$ cat config.mk
export PLATFORM = sky130hd
export DESIGN_NAME = target_io_bridge_flat
export DESIGN_NICKNAME = d
export VERILOG_FILES = /design/src/rtl/target_io_bridge_if.sv /design/src/rtl/target_io_bridge.sv /design/src/flat_wrapper.sv
export SDC_FILE = /design/constraint.sdc
export NUM_CORES = 1
export LEC_CHECK = 0
export ABC_CLOCK_PERIOD_IN_PS = 7820
export BUFFER_PORTS_ARGS = -buffer_cell sky130_fd_sc_hd__buf_2
export CAP_MARGIN = 20
export CORE_AREA = 2 2 131 133
export CTS_BUF_LIST = sky130_fd_sc_hd__clkbuf_16
export DETAILED_ROUTE_END_ITERATION = 10
export DIE_AREA = 0 0 133 135
export GPL_TIMING_DRIVEN = 0
export PLACE_DENSITY = 0.75
export SLEW_MARGIN = 20
export SYNTH_ARGS = -nofsm -noshare
export SYNTH_HDL_FRONTEND = slang
export SYNTH_SLANG_ARGS = --single-unit
$ cat constraint.sdc
create_clock -name clock -period 7.82 [get_ports clock]
set_input_delay 0.782 -clock clock [delete_from_list [all_inputs] [get_ports clock]]
set_output_delay 0.782 -clock clock [all_outputs]
set_load 0.01 [all_outputs]
$ cat src/rtl/target_io_bridge_if.sv
// Board/register-file signal bundle for target_io_bridge.
// master: the side driving raw board inputs and register-file reads.
// slave:  the bridge itself.
interface target_io_bridge_if;
    logic        button_raw;
    logic        t1_sensor_raw;
    logic        t2_sensor_raw;
    logic [31:0] t1active_read;
    logic [31:0] t2active_read;
    logic [31:0] score_read;
    logic [31:0] bp_write;
    logic [31:0] t1hit_write;
    logic [31:0] t2hit_write;
    logic [31:0] timer1_write;
    logic [31:0] timer2_write;
    logic [31:0] gametimer_write;
    logic [15:0] score_disp;
    logic        game_over;

    modport master (
        output button_raw, t1_sensor_raw, t2_sensor_raw,
        output t1active_read, t2active_read, score_read,
        input  bp_write, t1hit_write, t2hit_write,
        input  timer1_write, timer2_write, gametimer_write,
        input  score_disp, game_over
    );

    modport slave (
        input  button_raw, t1_sensor_raw, t2_sensor_raw,
        input  t1active_read, t2active_read, score_read,
        output bp_write, t1hit_write, t2hit_write,
        output timer1_write, timer2_write, gametimer_write,
        output score_disp, game_over
    );
endinterface

$ cat src/rtl/target_io_bridge.sv
// target_io_bridge: hardware side of the memory-mapped game registers.
// Synchronises button and target sensors, runs the game countdown and
// two independent target FSMs, and feeds status back to the register file.
// Optional macro DEBOUNCE_EN adds a stability counter on every input.
module target_io_bridge #(
    parameter int TICK_DIV        = 50000,
    parameter int TARGET_MS       = 2000,
    parameter int GAME_MS         = 60000,
    parameter int DEBOUNCE_CYCLES = 500000
) (
    input  logic              clock,
    input  logic              ctrl_reset_n,
    target_io_bridge_if.slave io
);
    localparam int          PW          = (TICK_DIV > 1) ? $clog2(TICK_DIV) : 1;
    localparam logic [31:0] GAME_MS_W   = 32'(GAME_MS);
    localparam logic [31:0] TARGET_MS_W = 32'(TARGET_MS);

    typedef enum logic [1:0] {G_IDLE = 2'd0, G_RUN = 2'd1, G_OVER = 2'd2} game_state_t;
    typedef enum logic [1:0] {IDLE = 2'd0, ARMED = 2'd1, HIT = 2'd2, MISS = 2'd3} tgt_state_t;

    // bit 0 = button, bit 1 = target-1 sensor, bit 2 = target-2 sensor
    logic [2:0]    raw_s;
    logic [2:0]    sync1_r;
    logic [2:0]    sync2_r;
    logic [2:0]    level_s;
    logic [2:0]    prev_r;
    logic [2:0]    rise_s;
    logic [1:0]    active_s;
    logic [PW-1:0] presc_r;
    logic          ms_tick_s;
    logic          game_end_s;
    game_state_t   game_r;
    logic [31:0]   gametimer_r;
    logic          game_over_r;
    tgt_state_t    tgt_r   [2];
    logic [31:0]   hit_r   [2];
    logic [31:0]   timer_r [2];
    logic          bp_r;
    logic [15:0]   score_r;
    logic          unused_s;

    assign raw_s    = {io.t2_sensor_raw, io.t1_sensor_raw, io.button_raw};
    assign active_s = {io.t2active_read[0], io.t1active_read[0]};
    assign unused_s = ^{io.t1active_read[31:1], io.t2active_read[31:1]};

    // Two-flop synchroniser on every raw board input
    always_ff @(posedge clock or negedge ctrl_reset_n) begin
        if (!ctrl_reset_n) begin
            sync1_r <= 3'b000;
            sync2_r <= 3'b000;
        end else begin
            sync1_r <= raw_s;
            sync2_r <= sync1_r;
        end
    end

`ifdef DEBOUNCE_EN
    localparam int DW = $clog2(DEBOUNCE_CYCLES + 1);
    logic [DW-1:0] deb_cnt_r [3];
    logic [2:0]    deb_level_r;

    // Debounced level flips only after DEBOUNCE_CYCLES consecutive cycles at the new value
    always_ff @(posedge clock or negedge ctrl_reset_n) begin
        if (!ctrl_reset_n) begin
            for (int i = 0; i < 3; i++) begin
                deb_cnt_r[i] <= '0;
            end
            deb_level_r <= 3'b000;
        end else begin
            for (int i = 0; i < 3; i++) begin
                if (sync2_r[i] == deb_level_r[i]) begin
                    deb_cnt_r[i] <= '0;
                end else if (deb_cnt_r[i] == DW'(DEBOUNCE_CYCLES - 1)) begin
                    deb_level_r[i] <= sync2_r[i];
                    deb_cnt_r[i]   <= '0;
                end else begin
                    deb_cnt_r[i] <= deb_cnt_r[i] + DW'(1);
                end
            end
        end
    end

    assign level_s = deb_level_r;
`else
    localparam int unused_debounce = DEBOUNCE_CYCLES;

    assign level_s = sync2_r;
`endif

    assign rise_s = level_s & ~prev_r;

    // Previous level for edge detect, plus the registered button level
    always_ff @(posedge clock or negedge ctrl_reset_n) begin
        if (!ctrl_reset_n) begin
            prev_r <= 3'b000;
            bp_r   <= 1'b0;
        end else begin
            prev_r <= level_s;
            bp_r   <= level_s[0];
        end
    end

    assign ms_tick_s = (presc_r == PW'(TICK_DIV - 1));

    // Free-running millisecond prescaler
    always_ff @(posedge clock or negedge ctrl_reset_n) begin
        if (!ctrl_reset_n) begin
            presc_r <= '0;
        end else if (ms_tick_s) begin
            presc_r <= '0;
        end else begin
            presc_r <= presc_r + PW'(1);
        end
    end

    // The game ends on the tick that takes the countdown to zero
    assign game_end_s = (game_r == G_RUN) && ms_tick_s && (gametimer_r <= 32'd1);

    // Game FSM: idle -> countdown -> over, button edges advance it
    always_ff @(posedge clock or negedge ctrl_reset_n) begin
        if (!ctrl_reset_n) begin
            game_r      <= G_IDLE;
            gametimer_r <= GAME_MS_W;
            game_over_r <= 1'b0;
        end else begin
            case (game_r)
                G_IDLE: begin
                    gametimer_r <= GAME_MS_W;
                    game_over_r <= 1'b0;
                    if (rise_s[0]) begin
                        game_r <= G_RUN;
                    end else begin
                        game_r <= G_IDLE;
                    end
                end
                G_RUN: begin
                    if (game_end_s) begin
                        gametimer_r <= 32'd0;
                        game_over_r <= 1'b1;
                        game_r      <= G_OVER;
                    end else if (ms_tick_s) begin
                        gametimer_r <= gametimer_r - 32'd1;
                    end else begin
                        gametimer_r <= gametimer_r;
                    end
                end
                G_OVER: begin
                    if (rise_s[0]) begin
                        game_r      <= G_IDLE;
                        gametimer_r <= GAME_MS_W;
                        game_over_r <= 1'b0;
                    end else begin
                        game_over_r <= 1'b1;
                    end
                end
                default: begin
                    game_r      <= G_IDLE;
                    gametimer_r <= GAME_MS_W;
                    game_over_r <= 1'b0;
                end
            endcase
        end
    end

    // Target FSMs; dropping the active bit or leaving G_RUN beats a same-cycle hit
    always_ff @(posedge clock or negedge ctrl_reset_n) begin
        if (!ctrl_reset_n) begin
            for (int i = 0; i < 2; i++) begin
                tgt_r[i]   <= IDLE;
                hit_r[i]   <= 32'd0;
                timer_r[i] <= 32'd0;
            end
        end else begin
            for (int i = 0; i < 2; i++) begin
                if (!active_s[i] || game_end_s || (game_r != G_RUN)) begin
                    tgt_r[i]   <= IDLE;
                    hit_r[i]   <= 32'd0;
                    timer_r[i] <= 32'd0;
                end else begin
                    case (tgt_r[i])
                        IDLE: begin
                            tgt_r[i]   <= ARMED;
                            hit_r[i]   <= 32'd0;
                            timer_r[i] <= 32'd0;
                        end
                        ARMED: begin
                            if (rise_s[i + 1]) begin
                                tgt_r[i] <= HIT;
                                hit_r[i] <= 32'd1;
                            end else if (timer_r[i] == TARGET_MS_W) begin
                                tgt_r[i] <= MISS;
                                hit_r[i] <= 32'd2;
                            end else if (ms_tick_s && (timer_r[i] < TARGET_MS_W)) begin
                                timer_r[i] <= timer_r[i] + 32'd1;
                            end else begin
                                timer_r[i] <= timer_r[i];
                            end
                        end
                        HIT, MISS: begin
                            tgt_r[i] <= tgt_r[i];
                        end
                        default: begin
                            tgt_r[i]   <= IDLE;
                            hit_r[i]   <= 32'd0;
                            timer_r[i] <= 32'd0;
                        end
                    endcase
                end
            end
        end
    end

    // Score display register, saturating when the upper half is non-zero
    always_ff @(posedge clock or negedge ctrl_reset_n) begin
        if (!ctrl_reset_n) begin
            score_r <= 16'd0;
        end else if (io.score_read[31:16] != 16'd0) begin
            score_r <= 16'hFFFF;
        end else begin
            score_r <= io.score_read[15:0];
        end
    end

    assign io.bp_write        = {31'd0, bp_r};
    assign io.t1hit_write     = hit_r[0];
    assign io.t2hit_write     = hit_r[1];
    assign io.timer1_write    = timer_r[0];
    assign io.timer2_write    = timer_r[1];
    assign io.gametimer_write = gametimer_r;
    assign io.score_disp      = score_r;
    assign io.game_over       = game_over_r;
endmodule

$ cat src/flat_wrapper.sv
// flat-port wrapper written by rule: the top's interface ports become plain ports
module target_io_bridge_flat 
#(
    parameter int TICK_DIV        = 50000,
    parameter int TARGET_MS       = 2000,
    parameter int GAME_MS         = 60000,
    parameter int DEBOUNCE_CYCLES = 500000
)
  (clock, ctrl_reset_n, io_button_raw, io_t1_sensor_raw, io_t2_sensor_raw, io_t1active_read, io_t2active_read, io_score_read, io_bp_write, io_t1hit_write, io_t2hit_write, io_timer1_write, io_timer2_write, io_gametimer_write, io_score_disp, io_game_over);
  target_io_bridge_if io_i ();
  input  logic clock;
  input  logic ctrl_reset_n;
  input wire logic [$bits(io_i.button_raw)-1:0] io_button_raw;
  input wire logic [$bits(io_i.t1_sensor_raw)-1:0] io_t1_sensor_raw;
  input wire logic [$bits(io_i.t2_sensor_raw)-1:0] io_t2_sensor_raw;
  input wire logic [$bits(io_i.t1active_read)-1:0] io_t1active_read;
  input wire logic [$bits(io_i.t2active_read)-1:0] io_t2active_read;
  input wire logic [$bits(io_i.score_read)-1:0] io_score_read;
  output wire logic [$bits(io_i.bp_write)-1:0] io_bp_write;
  output wire logic [$bits(io_i.t1hit_write)-1:0] io_t1hit_write;
  output wire logic [$bits(io_i.t2hit_write)-1:0] io_t2hit_write;
  output wire logic [$bits(io_i.timer1_write)-1:0] io_timer1_write;
  output wire logic [$bits(io_i.timer2_write)-1:0] io_timer2_write;
  output wire logic [$bits(io_i.gametimer_write)-1:0] io_gametimer_write;
  output wire logic [$bits(io_i.score_disp)-1:0] io_score_disp;
  output wire logic [$bits(io_i.game_over)-1:0] io_game_over;
  assign io_i.button_raw = io_button_raw;
  assign io_i.t1_sensor_raw = io_t1_sensor_raw;
  assign io_i.t2_sensor_raw = io_t2_sensor_raw;
  assign io_i.t1active_read = io_t1active_read;
  assign io_i.t2active_read = io_t2active_read;
  assign io_i.score_read = io_score_read;
  assign io_bp_write = io_i.bp_write;
  assign io_t1hit_write = io_i.t1hit_write;
  assign io_t2hit_write = io_i.t2hit_write;
  assign io_timer1_write = io_i.timer1_write;
  assign io_timer2_write = io_i.timer2_write;
  assign io_gametimer_write = io_i.gametimer_write;
  assign io_score_disp = io_i.score_disp;
  assign io_game_over = io_i.game_over;
  target_io_bridge #(.TICK_DIV(TICK_DIV), .TARGET_MS(TARGET_MS), .GAME_MS(GAME_MS), .DEBOUNCE_CYCLES(DEBOUNCE_CYCLES)) u_core (.clock(clock), .ctrl_reset_n(ctrl_reset_n), .io(io_i));
endmodule
==> results of run 1 <==
==> sequential cells by signal (all words and copies together), names as in the netlist, 3 cells and up <==
name,cells
u_core.io.gametimer_write,32
u_core.io.timer1_write,32
u_core.io.timer2_write,32
u_core.io.score_disp,16
u_core.presc_r,16
u_core.tgt_r,4
u_core.level_s,3
u_core.prev_r,3
u_core.sync1_r,3
==> how the worst min path moves through the flow <==
stage / endpoint / cells after the start
after floorplan: u_core.level_s[0] / 0
after global placement: u_core.level_s[1] / 0
after detailed placement: u_core.level_s[2] / 0
after CTS: u_core.level_s[2] / 0
after global routing: u_core.level_s[1] / 0
final: u_core.io.gametimer_write[21] / 1
==> logic make-up (layout without fill, tap and decap cells) <==
kind of cell | count (synthesis) | after routing | synth area share
and+or+nand+nor | 329 | 329 | 0.244
DFF | 148 | 148 | 0.508
buffers and inverters | 129 | 318 | 0.118
AOI/OAI and AO/OA | 56 | 56 | 0.0502
xor gates and xnor gates | 49 | 49 | 0.0588
adders and majority gates | 10 | 10 | 0.0171
muxes | 2 | 2 | 0.00360
other | 1 | 92 | 0.000513
==> power by group through the flow <==
stage          registers (mW)  logic, mW  clock network, mW
2_1_floorplan           0.791     0.0892                  0
3_3_place_gp            0.791      0.126                  0
3_5_place_dp            0.791      0.129                  0
4_1_cts                 0.777      0.130              0.803
5_1_grt                 0.778      0.146              0.838
6_report                0.777      0.131              0.785
==> synthesized netlist by cell type, drive strengths merged (2+ instances only) <==
library cell    n  area share
a21oi          10      0.0069
mux2            2      0.0036
o22ai           3      0.0026
dfstp           7       0.025
inv            17      0.0087
nand2b          5      0.0043
a2111oi         2      0.0033
buf            99        0.10
xor2           30       0.036
a31oi           4      0.0034
nor3b           3      0.0031
xnor2          19       0.023
and2           28       0.024
nand4b          3      0.0036
o211ai          4      0.0041
or3             4      0.0036
nor2           76       0.040
nand4          13       0.011
ha             10       0.017
nor2b           4      0.0034
nand3          31       0.021
or4             9       0.010
dfrtp         141        0.48
or2            20       0.017
a211oi          2      0.0021
nand2          49       0.025
nor4b           3      0.0036
o21a            2      0.0021
nor4           26       0.025
nor3           11      0.0075
clkbuf         13      0.0067
nand3b          3      0.0031
o31ai           2      0.0021
a21o            3      0.0031
a31o            2      0.0024
and3           36       0.031
o21ai          16       0.011
==> area by class of cell <==
class | count | area [sq um]
Buffer | 112 | 795
Inverter | 17 | 63.8
Sequential cell | 148 | 3710
Clock buffer | 17 | 425
Timing Repair Buffer | 157 | 818
Clock inverter | 15 | 144
Multi-Input combinational cell | 537 | 3080
Antenna cell | 1 | 2.50
Fill cell | 1406 | 7090
Tap cell | 220 | 275
==> through the flow <==
| stage | power (mW) | worst slack [ps] | instance area [sq um] |
|---|---|---|---|
| after detailed placement | 0.921 | 4720 | 8730 |
| final | 1.69 | 4670 | 9310 |
| after global placement | 0.917 | 3820 | 8700 |
| after floorplan | 0.880 | 5210 | 7640 |
| after global routing | 1.76 | 4570 | 9310 |
| after CTS | 1.71 | 4690 | 9300 |
==> routing by layer <==
metal / share of wire / up-vias / global-route usage
li1: - / 2822 / -
met3: 0.058 / 24 / 0.0379
met2: 0.48 / 202 / 0.294
met1: 0.44 / 2747 / 0.245
met5: 0 / - / 0
met4: 0.018 / 0 / 0.0789
==> critical path, stage by stage, from the launching register on <==
cell and delay [ps]:
dfrtp_1 400, inv_1 80, ha_1 240, or4b_1 450
or4_4 450, nor4_4 580, and2b_2 310, nor2_2 210
buf_4 230, nor2_1 70
==> results.txt, run 1 <==
Crit. End Element: register
Setup violators final: 0
Hpwl dp: 12.0 mm
Ys Warns: 0
CTS tree: built
Commonest non-fill, non-tap cell in the layout: buf_2
Yosys cell types: 60
Syn Std Cell Area: 7300 sq um
Final hold vios: 0
Routability cong.: 0.831
Synth-to-Final Area Change: 27.5%
Die X: 133 um
Clock Skews: 11.6 ps
CP Launch Point: u_core.game_r[1]
Placed Cells: 1,191
Hold_ws: 342 ps
Critical path arrival: 3450 ps
Worst skew pair latency: 420 ps
Peak VDD IR: 0.143 mV
Post-CTS setup buffers: 0
Leakage: 4.82 nW
Clk pin slew, worst setup/hold paths: 60 ps
Die H: 135 um
Boundary Pins: 310
#FFs+latches synth: 148
Setup CP Type: reg -> reg
CTS sink cnt: 148
Power density cells: 182 nW/um^2
Port buffer count: 156
Core Box Area: 16,400 sq um
RSZ-0062 raised after global routing: false
# H-tree levels: 4
Non-Filler Instances: 1,224
Fin Setup TNS: 0 ps
DRC viols: 0
Syn Area/Cell: 10.1 sq um
Cells after Synth: 724
FF-to-FF setup slack: 4670 ps
Seq/Total Area, Yosys: 0.508
Final wirelength: 16.4 mm
Worst min path class: in -> async
Clock root buffer: clkbuf_16
Post-synth ARST share: 1.00
Most frequent cells in the layout: 157 x buf_2, 141 x dfrtp_1, 95 x buf_4
First-pass GRT wire length: 26.3 mm
Slew Limit Fails: 0
Starting Density: 0.445
Drt wl/cell: 13.4 um
DIE AREA: 18,000 sq um
Largest net degree at the start of global routing: 81
Cts repair resizes: 0
Worst r2r src: u_core.game_r[1]
First DRT Iteration DRCs: 267
Vias: 5,795
Tmin final: 3150 ps
Status: complete, no violations
Top fanout value on the critical path: 10
Switching share of power: 0.248
Post-synth top flop: dfrtp_1
GRT Overall Usage: 0.184
Post-synth EDFFs: 0
Psw: 0.420 mW
Power share of the clock group: 0.464
Relative slew slack: 0.283
Drt pass-1 iters: 4
Initial antenna violation count: 1
Clk buf depth: 2
Total global routing overflow: 0
Period Utilization, post-route: 0.403
Layout Nets: 1,101
Vias in the first global route: 5,320
Slew of the pin with the lowest slew margin: 1070 ps
Reg2reg end: u_core.io.gametimer_write[4]
Crit path launch type: register
Share of cells above drive strength 1: 0.329
Row Count: 47
Comb pwr share: 0.077
Hold buffers post-CTS: 0
Detailed-route vias per instance: 4.73
Reg2Reg Depth: 9
Max Cap Viol: 0
End point of the critical path: u_core.io.gametimer_write[4]
Fmax achieved: 317 MHz
CTS buffer count: 17
Routed Antenna Nets: 0
Core occupancy in the finished layout: 0.568
Internal cell power: 1.27 mW
Sequential share of power: 0.459
Worst path required time: 8120 ps
Power figures use the tool's default switching activity.
==> run 2: changes to the inputs <==
--- a/config.mk
+++ b/config.mk
@@ -5,15 +5,16 @@
 export SDC_FILE = /design/constraint.sdc
 export NUM_CORES = 1
 export LEC_CHECK = 0
-export ABC_CLOCK_PERIOD_IN_PS = 7820
+export ABC_AREA = 1
+export ABC_CLOCK_PERIOD_IN_PS = 2810
 export BUFFER_PORTS_ARGS = -buffer_cell sky130_fd_sc_hd__buf_2
 export CAP_MARGIN = 20
-export CORE_AREA = 2 2 131 133
+export CORE_AREA = 2 2 138 140
 export CTS_BUF_LIST = sky130_fd_sc_hd__clkbuf_16
 export DETAILED_ROUTE_END_ITERATION = 10
-export DIE_AREA = 0 0 133 135
+export DIE_AREA = 0 0 140 142
 export GPL_TIMING_DRIVEN = 0
-export PLACE_DENSITY = 0.75
+export PLACE_DENSITY = 0.76
 export SLEW_MARGIN = 20
 export SYNTH_ARGS = -nofsm -noshare
 export SYNTH_HDL_FRONTEND = slang
==> constraint.sdc (replaced) <==
create_clock -name clock -period 2.81 [get_ports clock]
set_input_delay 0.281 -clock clock [delete_from_list [all_inputs] [get_ports clock]]
set_output_delay 0.281 -clock clock [all_outputs]
set_load 0.01 [all_outputs]
==> results.txt, run 2 <==
CTS tree: built
GR Util met1: 0.247 (+0.00103)
Routed Antenna Nets: 0 (unchanged)
Synth top area share: 0.432 (-0.0509)
Worst Slack Setup Final: 372 ps (-4300 ps)
Synth-to-Final Area Change: 25.7%
Clock root buffer: clkbuf_16
GRT Overall Usage: 0.197 (+0.0128)
Starting Density: 0.442 (-0.00276)
Yosys cell types: 40 (-33%)
Leakage: 5.45 nW (+13%)
Vias in the first global route: 6,761 (+27%)
First-pass GRT wire length: 31.9 mm (+21%)
Post-synth top flop: dfrtp_1
Vias: 7,278 (+26%)
Ys Warns: 0 (unchanged)
CTS buffer count: 17 (unchanged)
Crit. End Element: register
Total global routing overflow: 0 (unchanged)
Die H: 142 um (+5.2%)
# H-tree levels: 4 (unchanged)
CTS sink cnt: 148 (unchanged)
Core Box Area: 18,500 sq um (+12%)
Commonest non-fill, non-tap cell in the layout: nand2_1
Setup CP Type: reg -> reg
Drt pass-1 iters: 9 (+5)
Seq/Total Area, Yosys: 0.455 (-0.0536)
Syn Std Cell Area: 8160 sq um (+12%)
Post-synth ARST share: 1.00 (unchanged)
Synth area leader: dfrtp_1
Final hold vios: 0 (unchanged)
Slew Limit Fails: 0 (unchanged)
Layout Nets: 1,425 (+29%)
Critical path arrival: 2750 ps (-700 ps)
Antenna fix cells: 0 (-1)
Boundary Pins: 310 (unchanged)
DIE AREA: 19,900 sq um (+11%)
Fin area: 10,300 sq um (+10%)
Top Usage Layer GRT: met2
Crit path launch type: register
Drt wl/cell: 12.7 um (-5.6%)
Clock Skews: 10.8 ps (-0.800 ps)
Relative slew slack: 0.572 (+0.289)
RSZ-0062 raised after global routing: false
Max Cap Viol: 0 (unchanged)
Post-CTS setup buffers: 0 (unchanged)
Master of the slowest instance on the critical path: dfrtp_1
Final wirelength: 19.8 mm (+20%)
Bufs and invs on worst path: 5 (+3)
Worst min path class: in -> reg
Worst skew pair latency: 430 ps (about the same)
Worst path required time: 3120 ps (-5000 ps)
DP Worst Slack: 187 ps (-4530 ps)
Port buffer count: 156 (unchanged)
Cells after Synth: 1,044 (+44%)
Count leader, synth: nand2_1
#FFs+latches synth: 148 (unchanged)
Setup violators final: 0 (unchanged)
Initial antenna violation count: 0 (-1)
Post-synth EDFFs: 0 (unchanged)
Share of cells above drive strength 1: 0.256 (-0.0728)
Most frequent cells in the layout: 187 x nand2_1, 186 x nor2_1, 165 x buf_2
Non-Filler Instances: 1,561 (+28%)
Period Utilization, post-route: 0.868 (+0.465)
Crit-path max cell delay: 400 ps (-180 ps)
DRC viols: 5 (+5)
Synth top cells by count: 187 x nand2_1, 186 x nor2_1, 141 x dfrtp_1
Placed Cells: 1,525 (+28%)
Top fanout value on the critical path: 10 (unchanged)
Status: finished, violations left
Placed inst area: 9610 sq um (+10%)
Die X: 140 um (+5.3%)
Row Count: 50 (+6.4%)
Syn Area/Cell: 7.82 sq um (-22%)
Peak VDD IR: 0.446 mV (+210%)
First DRT Iteration DRCs: 358 (+34%)
Largest cells by area after synthesis: dfrtp_1 43%, buf_4 8.9%, nand2_1 8.6%, nor2_1 8.6%, inv_1 6.1%
Slew of the pin with the lowest slew margin: 636 ps (-430 ps)
CP top delay family: simple AND/OR/NAND/NOR gates
Hpwl dp: 14.7 mm (+22%)
Filler cells: 1,734 (+23%)
Routability cong.: 0.903 (+8.7%)
Failing checks: DRC
Power density cells: 529 nW/um^2 (+190%)
Detailed-route vias per instance: 4.66 (-1.5%)
Largest net degree at the start of global routing: 76 (-6.2%)
Core occupancy in the finished layout: 0.556 (-0.0113)
Worst-path cell chain: inv_1 -> ha_1 -> buf_2 -> nand2_1 -> nor2_1 -> nand2_1 -> nor2_1 -> nand2_2 -> buf_6 -> nand2_2 -> nand2_2 -> inv_2 -> buf_4 -> nor2_1
Clk buf depth: 2 (unchanged)
Met2 usage: 0.337 (+0.0429)
Met3 Use GR: 0.0505 (+0.0126)
Tmin final: 2440 ps (-712 ps)
Clk pin slew, worst setup/hold paths: 70 ps (about the same)
Fmax achieved: 410 MHz (+29%)
-- run 2: worst paths after layout --
path | startpoint | end | slack [ps] | cells past startpoint
worst min register to register | u_core.sync1_r[0] | u_core.level_s[0] | 350 | 0
worst max-delay path | u_core.game_r[1] | u_core.io.gametimer_write[19] | 370 | 14
worst min-delay path | io_score_read[10] | u_core.io.score_disp[10] | 30 | 3
max in group asynchronous | ctrl_reset_n | u_core.io.gametimer_write[13] | 1660 | 3
worst max register to register | u_core.game_r[1] | u_core.io.gametimer_write[19] | 370 | 14
min in group asynchronous | ctrl_reset_n | u_core.io.gametimer_write[3] | 400 | 2
-- run 2: final cells by class --
class / count / area [sq um] / share of cell area
flip-flops and latches: 148 / 3710 / 0.362
plain buffers: 112 / 812 / 0.0791
well taps: 234 / 293 / 0.0285
clock inverters: 15 / 184 / 0.0179
inverters: 139 / 522 / 0.0508
multi-input cells: 735 / 3460 / 0.337
repair buffers: 161 / 858 / 0.0836
clock buffers: 17 / 425 / 0.0414
-- run 2: metal layers --
metal  vias up  share of wire  wire (um)
met3        29          0.070       1390
met5         -              0          0
met1      3339           0.42       8370
li1       3652              -          -
met4         0          0.015        303
met2       258           0.49       9700
-- run 2: cells by family (layout without fill, tap and decap cells) --
group                      after synthesis  count (layout)  synth area share
AOI/OAI and AO/OA                       69              69            0.0469
xor gates and xnor gates                23              23            0.0247
adders and majority gates               10              10            0.0153
buffers and inverters                  251             444             0.163
DFF                                    148             148             0.455
other                                    1              91          0.000459
and+or+nand+nor                        542             542             0.295
-- run 2: worst min-delay path: stages --
cell	delay, ps
buf_2	70
inv_1	30
nand2_1	50
-- run 2: metrics by stage --
stage                     power [mW]  hold WS, ps  setup TNS (ps)
after floorplan                 2.81        -14.6               0
after global placement          3.06          337         -105540
after detailed placement        3.09          290               0
after CTS                       5.47         22.5               0
after global routing            5.67         29.8               0
final                           5.43         28.9               0
-- run 2: repair_timing --
action / CTS / global route
resized for setup: 0 / 1
hold endpoints to repair: 72 / 0
setup endpoints to repair: 0 / 3
hold buffers: 4 / 0
-- run 2: power breakdown --
group,total [mW],switching [mW],internal [mW],leakage [nW]
Clock,2.37,1.02,1.35,0.302
Combinational,0.853,0.587,0.266,3.23
Sequential,2.21,0.0337,2.17,1.92
